### src/rtl/restore_cell_multiplier_pkg.sv
// Shared types and helpers for the restoring-cell multiplier.
// Optional build macro: RESTORE_CELL_MULTIPLIER_EARLY_TERM_EN (see top).
package restore_cell_pkg;

  // Control states of the multiplier sequencer.
  typedef enum logic [1:0] {
    IDLE = 2'd0,
    CALC = 2'd1,
    DONE = 2'd2
  } mult_state_e;

  // Reference reconstruction q*d+r for benches; wide enough for any WIDTH <= 16.
  function automatic logic [63:0] ref_mult(input logic [63:0] q,
                                           input logic [63:0] d,
                                           input logic [63:0] r);
    return q * d + r;
  endfunction

endpackage

### src/rtl/restore_cell_multiplier_if.sv
// Operand/result bus of the restoring-cell multiplier.
// master drives operands and consumes the result; slave is the multiplier.
interface restore_cell_multiplier_if #(
  parameter int WIDTH = 4
);
  logic                 din_valid;
  logic                 din_ready;
  logic [2*WIDTH-1:0]   quotient;
  logic [WIDTH-1:0]     divisor;
  logic [WIDTH-1:0]     remainder;
  logic                 dout_valid;
  logic [3*WIDTH-1:0]   dout;

  modport master (
    output din_valid, quotient, divisor, remainder,
    input  din_ready, dout_valid, dout
  );

  modport slave (
    input  din_valid, quotient, divisor, remainder,
    output din_ready, dout_valid, dout
  );
endinterface

### src/rtl/restore_cell_multiplier_step.sv
// One shift-add step: conditionally add the multiplicand into the
// accumulator on the current multiplier LSB, then advance both operands.
// Purely combinational; the top reuses a single instance every CALC cycle.
module mult_step_cell #(
  parameter int WIDTH = 4,
  localparam int RW = 3 * WIDTH
) (
  input  logic [RW-1:0]    acc,
  input  logic [RW-1:0]    mcand,
  input  logic [WIDTH-1:0] mplier,
  output logic [RW-1:0]    acc_nxt,
  output logic [RW-1:0]    mcand_nxt,
  output logic [WIDTH-1:0] mplier_nxt
);

  // Modulo-RW add is safe: the full product plus addend always fits in RW.
  assign acc_nxt    = mplier[0] ? acc + mcand : acc;
  assign mcand_nxt  = mcand << 1;
  assign mplier_nxt = mplier >> 1;

endmodule

### src/rtl/restore_cell_multiplier.sv
// Sequential shift-add multiplier: dout = quotient*divisor + remainder.
// One divisor bit per CALC cycle, valid/ready input, one-cycle done pulse.
// Build macro RESTORE_CELL_MULTIPLIER_EARLY_TERM_EN: leave CALC as soon as
// the remaining multiplier bits are all zero (same results, shorter latency).
module restore_cell_multiplier #(
  parameter int WIDTH = 4
) (
  input  logic                     clk,
  input  logic                     rst,
  restore_cell_multiplier_if.slave bus
);
  import restore_cell_pkg::*;

  localparam int QW = 2 * WIDTH;
  localparam int RW = 3 * WIDTH;
  localparam int CW = (WIDTH > 1) ? $clog2(WIDTH) : 1;

  mult_state_e      state, state_nxt;
  logic [RW-1:0]    acc, mcand, dout_r;
  logic [WIDTH-1:0] mplier;
  logic [CW-1:0]    cnt;

  logic [RW-1:0]    acc_nxt, mcand_nxt;
  logic [WIDTH-1:0] mplier_nxt;
  logic             accept, last_step;

  assign bus.din_ready  = (state == IDLE) || (state == DONE);
  assign bus.dout_valid = (state == DONE);
  assign bus.dout       = dout_r;
  assign accept         = bus.din_valid && bus.din_ready;

  mult_step_cell #(.WIDTH(WIDTH)) u_step (
    .acc        (acc),
    .mcand      (mcand),
    .mplier     (mplier),
    .acc_nxt    (acc_nxt),
    .mcand_nxt  (mcand_nxt),
    .mplier_nxt (mplier_nxt)
  );

`ifdef RESTORE_CELL_MULTIPLIER_EARLY_TERM_EN
  // Once no multiplier bits remain, further steps cannot change acc.
  assign last_step = (cnt == CW'(WIDTH - 1)) || (mplier_nxt == '0);
`else
  assign last_step = (cnt == CW'(WIDTH - 1));
`endif

  // State register.
  always_ff @(posedge clk) begin
    if (rst) state <= IDLE;
    else     state <= state_nxt;
  end

  // Next-state logic; DONE can chain straight into a new operation.
  always_comb begin
    state_nxt = state;
    case (state)
      IDLE:    if (accept) state_nxt = CALC;
      CALC:    if (last_step) state_nxt = DONE;
      DONE:    state_nxt = accept ? CALC : IDLE;
      default: state_nxt = IDLE;
    endcase
  end

  // Datapath: load on accept, step in CALC, latch result on the last step.
  always_ff @(posedge clk) begin
    if (rst) begin
      acc    <= '0;
      mcand  <= '0;
      mplier <= '0;
      cnt    <= '0;
      dout_r <= '0;
    end else if (accept) begin
      acc    <= RW'(bus.remainder);
      mcand  <= RW'(bus.quotient);
      mplier <= bus.divisor;
      cnt    <= '0;
    end else if (state == CALC) begin
      acc    <= acc_nxt;
      mcand  <= mcand_nxt;
      mplier <= mplier_nxt;
      cnt    <= cnt + 1'b1;
      if (last_step) dout_r <= acc_nxt;
    end
  end

  // QW documents the multiplicand width carried on the bus.
  logic [QW-1:0] unused_q;
  assign unused_q = bus.quotient;

endmodule

### src/flat_wrapper.sv
// flat-port wrapper written by rule: the top's interface ports become plain ports
module restore_cell_multiplier_flat import restore_cell_pkg::*;
#(
  parameter int WIDTH = 4
)
  (clk, rst, bus_din_valid, bus_quotient, bus_divisor, bus_remainder, bus_din_ready, bus_dout_valid, bus_dout);
  restore_cell_multiplier_if #(.WIDTH(WIDTH)) bus_i ();
  input  logic clk;
  input  logic rst;
  input wire logic [$bits(bus_i.din_valid)-1:0] bus_din_valid;
  input wire logic [$bits(bus_i.quotient)-1:0] bus_quotient;
  input wire logic [$bits(bus_i.divisor)-1:0] bus_divisor;
  input wire logic [$bits(bus_i.remainder)-1:0] bus_remainder;
  output wire logic [$bits(bus_i.din_ready)-1:0] bus_din_ready;
  output wire logic [$bits(bus_i.dout_valid)-1:0] bus_dout_valid;
  output wire logic [$bits(bus_i.dout)-1:0] bus_dout;
  assign bus_i.din_valid = bus_din_valid;
  assign bus_i.quotient = bus_quotient;
  assign bus_i.divisor = bus_divisor;
  assign bus_i.remainder = bus_remainder;
  assign bus_din_ready = bus_i.din_ready;
  assign bus_dout_valid = bus_i.dout_valid;
  assign bus_dout = bus_i.dout;
  restore_cell_multiplier #(.WIDTH(WIDTH)) u_core (.clk(clk), .rst(rst), .bus(bus_i));
endmodule
### config.mk
export PLATFORM = sky130hd
export DESIGN_NAME = restore_cell_multiplier_flat
export DESIGN_NICKNAME = d
export VERILOG_FILES = /design/src/rtl/restore_cell_multiplier_pkg.sv /design/src/rtl/restore_cell_multiplier_if.sv /design/src/rtl/restore_cell_multiplier_step.sv /design/src/rtl/restore_cell_multiplier.sv /design/src/flat_wrapper.sv
export SDC_FILE = /design/constraint.sdc
export NUM_CORES = 1
export LEC_CHECK = 0
export ABC_AREA = 1
export BUFFER_PORTS_ARGS = -buffer_cell sky130_fd_sc_hd__buf_2
export CAP_MARGIN = 0
export CORE_ASPECT_RATIO = 1.25
export CORE_MARGIN = 4
export CORE_UTILIZATION = 40
export CTS_CLUSTER_SIZE = 40
export DETAILED_ROUTE_END_ITERATION = 16
export PLACE_DENSITY = 0.58
export SLEW_MARGIN = 20
export SYNTH_ARGS = -nofsm -noshare
export SYNTH_HDL_FRONTEND = slang
export SYNTH_SLANG_ARGS = --single-unit
### constraint.sdc
create_clock -name clk -period 3.2 [get_ports clk]
set_clock_uncertainty 0.05 [all_clocks]
set_input_delay 0.32 -clock clk [delete_from_list [all_inputs] [get_ports clk]]
set_output_delay 0.32 -clock clk [all_outputs]
set_load 0.005 [all_outputs]
# Yosys cells after proc, flatten, opt, wreduce, memory -nomap -nowiden

Index checks and enable logic that the tools add are counted.

Mux-type cells: 11
$add $sub $neg: 2
Reductions and logical operators: 7
Bitwise gates (word level): 1
Equal/unequal tests: 5

Operators with widths:

| cell                | count |
|---|---|
| $mux 4              | 4 |
| $mux 8              | 2 |
| $add 12x12->12      | 1 |
| $mux 12             | 1 |
| $pmux 2 s3          | 1 |
| $eq 2x2->1 const B  | 2 |
| $mux 2              | 2 |
| $ne 2x1->1 const B  | 2 |
| $reduce_and 3->1    | 1 |
| $add 2x1->2 const B | 1 |
| $eq 2x1->1 const B  | 1 |
| $logic_not 2->1     | 1 |
| $reduce_and 2->1    | 1 |
| $reduce_bool 2->1   | 1 |
| $reduce_or 2->1     | 1 |
| $logic_and 1x1->1   | 1 |
| $logic_or 1x1->1    | 1 |
| $mux 1              | 1 |
| $not 1->1           | 1 |

Bits of input ports: 19
Output and inout bits: 14
Register bits: 44
Logic and storage cells: 34

# Depth between registers and ports, before layout

Word-level depth: 5
Gate-level depth with buffers: 12
Depth with buffers taken out: 12

# Modules after synthesis

A second synthesis with hierarchy kept.

Cells, all modules: 437
Area, all modules: 2852.7 sq um

Modules (own cells, without submodules):

| module                  | instances | area each (sq um) | cells each | seq. area each (sq um) |
|---|---|---|---|---|
| restore_cell_multiplier | 1         | 1960.6            | 266        | 880.8 |
| mult_step_cell          | 1         | 892.1             | 171        | 0.0 |

# Worst setup path after synthesis

OpenSTA, ideal clock, no wires.

Path kind: register -> register
Start: register u_core.mcand[0]
End: register u_core.acc[4]
Setup time: 115 ps
Stages on the path, launching flop included: 10
Setup slack: 1471 ps
Data arrival time: 1564 ps
Cells stage by stage: dfxtp_1 ha_1 fa_1 nand2_1 nand3_1 nand2_1 xor2_1 o21ai_0 o21ai_0 inv_1

Cells in the longest elaborated chain, start to end: 2

Ends and longest elaborated chain:

| item                   | line                               | text |
|---|---|---|
| start, declared        | restore_cell_multiplier.sv:19      | `logic [RW-1:0] acc, mcand, dout_r;` |
| start signal, assigned | restore_cell_multiplier.sv:75      | `mcand <= RW'(bus.quotient);` |
| start signal, assigned | restore_cell_multiplier.sv:80      | `mcand <= mcand_nxt;` |
| $add 12x12->12         | restore_cell_multiplier_step.sv:17 | `assign acc_nxt = mplier[0] ? acc + mcand : acc;` |
| $mux 12                | restore_cell_multiplier_step.sv:17 |  |
| end signal, assigned   | restore_cell_multiplier.sv:74      | `acc <= RW'(bus.remainder);` |
| end signal, assigned   | restore_cell_multiplier.sv:79      | `acc <= acc_nxt;` |
| end, declared          | restore_cell_multiplier.sv:19      |  |

No other way between the ends.
A chain may end at the register's enable or synchronous reset.

# Worst setup path after layout

Start: register u_core.state[0]
End: register u_core.mplier[2]

Cells in the longest elaborated chain, start to end: 4

Ends and longest elaborated chain:

| item                                          | line                          | text |
|---|---|---|
| start, declared                               | restore_cell_multiplier.sv:18 | `mult_state_e state, state_nxt;` |
| start signal, assigned                        | restore_cell_multiplier.sv:51 | `else state <= state_nxt;` |
| $eq 2x2->1 or $logic_not 2->1 (tied branches) | restore_cell_multiplier.sv:27 | `assign bus.din_ready = (state == IDLE) \|\| (state == DONE);` |
| $logic_or 1x1->1                              | restore_cell_multiplier.sv:27 |  |
| $logic_and 1x1->1                             | restore_cell_multiplier.sv:30 | `assign accept = bus.din_valid && bus.din_ready;` |
| $mux 4 or $reduce_bool 2->1 (tied branches)   | -                             |  |
| end signal, assigned                          | restore_cell_multiplier.sv:76 | `mplier <= bus.divisor;` |
| end signal, assigned                          | restore_cell_multiplier.sv:81 | `mplier <= mplier_nxt;` |
| end, declared                                 | restore_cell_multiplier.sv:20 | `logic [WIDTH-1:0] mplier;` |

Parallel ways exist; a longest one is shown, timed or not.

==> impl_results.md <==
* Maximum vdd drop at 229 uV
* Post-layout min period at 2.03 ns
* Crit. End Element: register
* Final setup fails at 0
* Final nets at 439
* Hold-fix buffers, CTS at 0
* Lkg Pwr at 1.48 nW
* Remaining Overflow, GRT at 0
* Top cell type by total area after synthesis: dfxtp_1
* FMAX at 0.492 GHz
* First-pass GRT wire length at 10.4 mm
* ANT nets after route at 0
* Max Cap Violations at 0
* Die area at 7560 um2
* Reg clk slew, reported paths at 0.09 ns
* Input/output buffers at 32
* Drt wl/cell at 12.5 um
* DRC violations left at 0
* Yosys top cell area share at 35.4%
* Detail Placement HPWL at 4.60 mm
* I/O pin total at 33
* Yosys reg bits at 44
* Cell area after synthesis at 2490 um2
* Max-slew violations at 0
* Adder-Cell Fraction of Synth Area at 6.84%
* EDFF count, synth at 0
* CP Launch Type: register
* Clock Tree Buf Depth at 2
* Tcrit/Tclk final at 63.5%
* Fillers at 646
* R2R Setup Slk at 1.17 ns
* Rows at 31
* Worst Tran Pin Value at 0.993 ns
* Total wire length at 6.12 mm
* Total negative slack at 0 ns
* CTS tree: built
* Most frequent cells in the layout: nand2_1, inv_1, dfxtp_1
* Main synth FF type: dfxtp_1
* Crit path max fanout at 31
* Required @ worst endpoint at 3.38 ns
* Worst Hold End: u_core.mplier[3]$_SDFFE_PP0P_
* Clk root buf: clkbuf_8
* Die height at 96.2 um
* Final worst slack at 1.17 ns
* R2r endpoint: u_core.mplier[2]$_SDFFE_PP0P_
* Core ar. at 5930 um2
* Post-Syn Nets at 412
* Synth-to-Final Area Change at 13.1%
* Worst Path Arrival at 2.22 ns
* Hold Path Class: in -> reg
* RePlAce Congestion at 0.823
* H-tree levels at 2
* FF-to-FF Start: u_core.state[0]$_SDFFE_PP0P_
* R2R cell count at 4
* Most common cell after layout, fill and taps aside: nand2_1
* Clk_lat worst skew at 0.30 ns
* Via Count at 2354
* Hold path depth at 3
* Clock sinks at 44
* CTS Buf Count at 5
* Largest net degree at the start of global routing at 32
* Unrepaired setup endpoints after global routing: no
* Worst rel slew slack at 33.7%
* ANT cells at 0
* Final hold vios at 0
* Compound-cell area share of the yosys netlist at 11.6%
* Simple-Gate Fraction of Synth Area at 33.8%
* Post-synthesis mux area share at 0%
* Resize count post-CTS at 0
* Die span in x at 78.6 um
* First-pass iteration count of the detailed router at 4
* Setup WS pre-CTS at 1.19 ns
* Largest family of logic cells by synthesized area: simple AND/OR/NAND/NOR gates
* Syn avg cell area at 6.55 um2
* Xor and xnor area share after synthesis at 1.76%
* Number of distinct library cells after synthesis at 28
* Starting Density at 41.9%
* Share of flip-flops with an asynchronous set or reset at 0%
* Layout cells sized above 1 at 11.3%
* Post-CTS setup buffer count at 0
* Post-synthesis sequential area ratio at 35.4%
* Initial antenna violation count at 0
* DR vias/cell at 4.80
* Synth warnings at 0
* Ranking of synthesized cells by area: dfxtp_1, nand2_1, inv_1
* Hold Path Origin: bus_divisor[3]
* Status: finished, final reports clean
* Synth Instances at 380
* All-Layer GR Usage at 17.6%
* Vias in the first global route at 2189
* CP Class: reg -> reg
* First DRT Iteration DRCs at 110
* Pwr/cell area at 435 nW/um2
[layout make-up]
type                            instances  area [um2]  share of cell area [%]
Timing Repair Buffer                   33         168                    5.96
Sequential cell                        44         881                    31.3
Clock buffer                            6        82.6                    2.93
Tap cell                               82         103                    3.64
Multi-Input combinational cell        270        1340                    47.7
Clock inverter                          2        38.8                    1.38
Inverter                               53         199                    7.07
[cell usage after synthesis, types with 2 or more instances]
library cell / n
clkbuf_1: 2
inv_1: 52
o21ai_0: 11
o21a_1: 7
buf_2: 10
a21oi_1: 14
nand3b_1: 2
xor2_1: 4
nand2_2: 2
nor2_1: 35
a31oi_1: 8
nand4_1: 3
nand3_1: 31
a221oi_1: 2
ha_1: 12
o21bai_1: 3
dfxtp_1: 44
nand2_1: 128
[flip-flops by register name, indices dropped and copies added, names as in the netlist]
signal	flops
u_core.mplier	4
u_core.acc	12
u_core.cnt	2
u_core.bus.dout	12
u_core.state	2
u_core.mcand	12
[kinds of logic (layout without fill, tap and decap cells)]
logic type      Yosys count  in the layout
fa+ha+maj                13             13
xor+xnor                  5              5
compound gates           48             48
simple gates            204            204
buf+inv                  66             94
flops                    44             44
[report_power, final]
| part | leakage [nW] | switching, mW | total, mW | internal [mW] |
|---|---|---|---|---|
| combinational | 1.06 | 0.115 | 0.177 | 0.0614 |
| sequential | 0.358 | 0.0215 | 0.592 | 0.571 |
| clock | 0.0614 | 0.201 | 0.456 | 0.256 |
[critical path, cell delays in order, from the launching register on]
cell and delay (ns):
dfxtp_1 0.35, nand2_1 0.32, inv_1 0.86, a221oi_1 0.22, nor2_1 0.15
[how the worst max path moves through the flow]
stage	slack, ns	cells past startpoint	endpoint	startpoint
6_report	1.17	4	u_core.mplier[2]$_SDFFE_PP0P_	u_core.state[0]$_SDFFE_PP0P_
5_1_grt	0.92	5	u_core.mplier[0]$_SDFFE_PP0P_	u_core.state[1]$_SDFFE_PP0P_
4_1_cts	1.16	9	u_core.acc[4]$_SDFFE_PP0P_	u_core.acc[0]$_SDFFE_PP0P_
3_5_place_dp	1.19	9	u_core.acc[4]$_SDFFE_PP0P_	u_core.acc[0]$_SDFFE_PP0P_
3_3_place_gp	1.19	9	u_core.acc[4]$_SDFFE_PP0P_	u_core.acc[0]$_SDFFE_PP0P_
2_1_floorplan	1.47	9	u_core.acc[4]$_SDFFE_PP0P_	u_core.mcand[0]$_SDFFE_PP0P_
[routing by layer]
metal	track usage, %	wire [um]
met5	0	0
met1	22.0	2800
met2	30.2	2960
met4	7.00	148
met3	2.72	214
[stage by stage]
step	util [%]	cells	hold WS [ns]	power [mW]	instance area, um2
6_report	47.4	490	0.219	1.23	2820
3_3_place_gp	45.4	482	0.408	0.779	2690
5_1_grt	47.4	490	0.238	1.29	2820
3_5_place_dp	45.4	482	0.413	0.781	2690
2_1_floorplan	-	380	0.389	0.733	2490
4_1_cts	47.4	490	0.213	1.23	2820
Power figures use the tool's default switching activity.
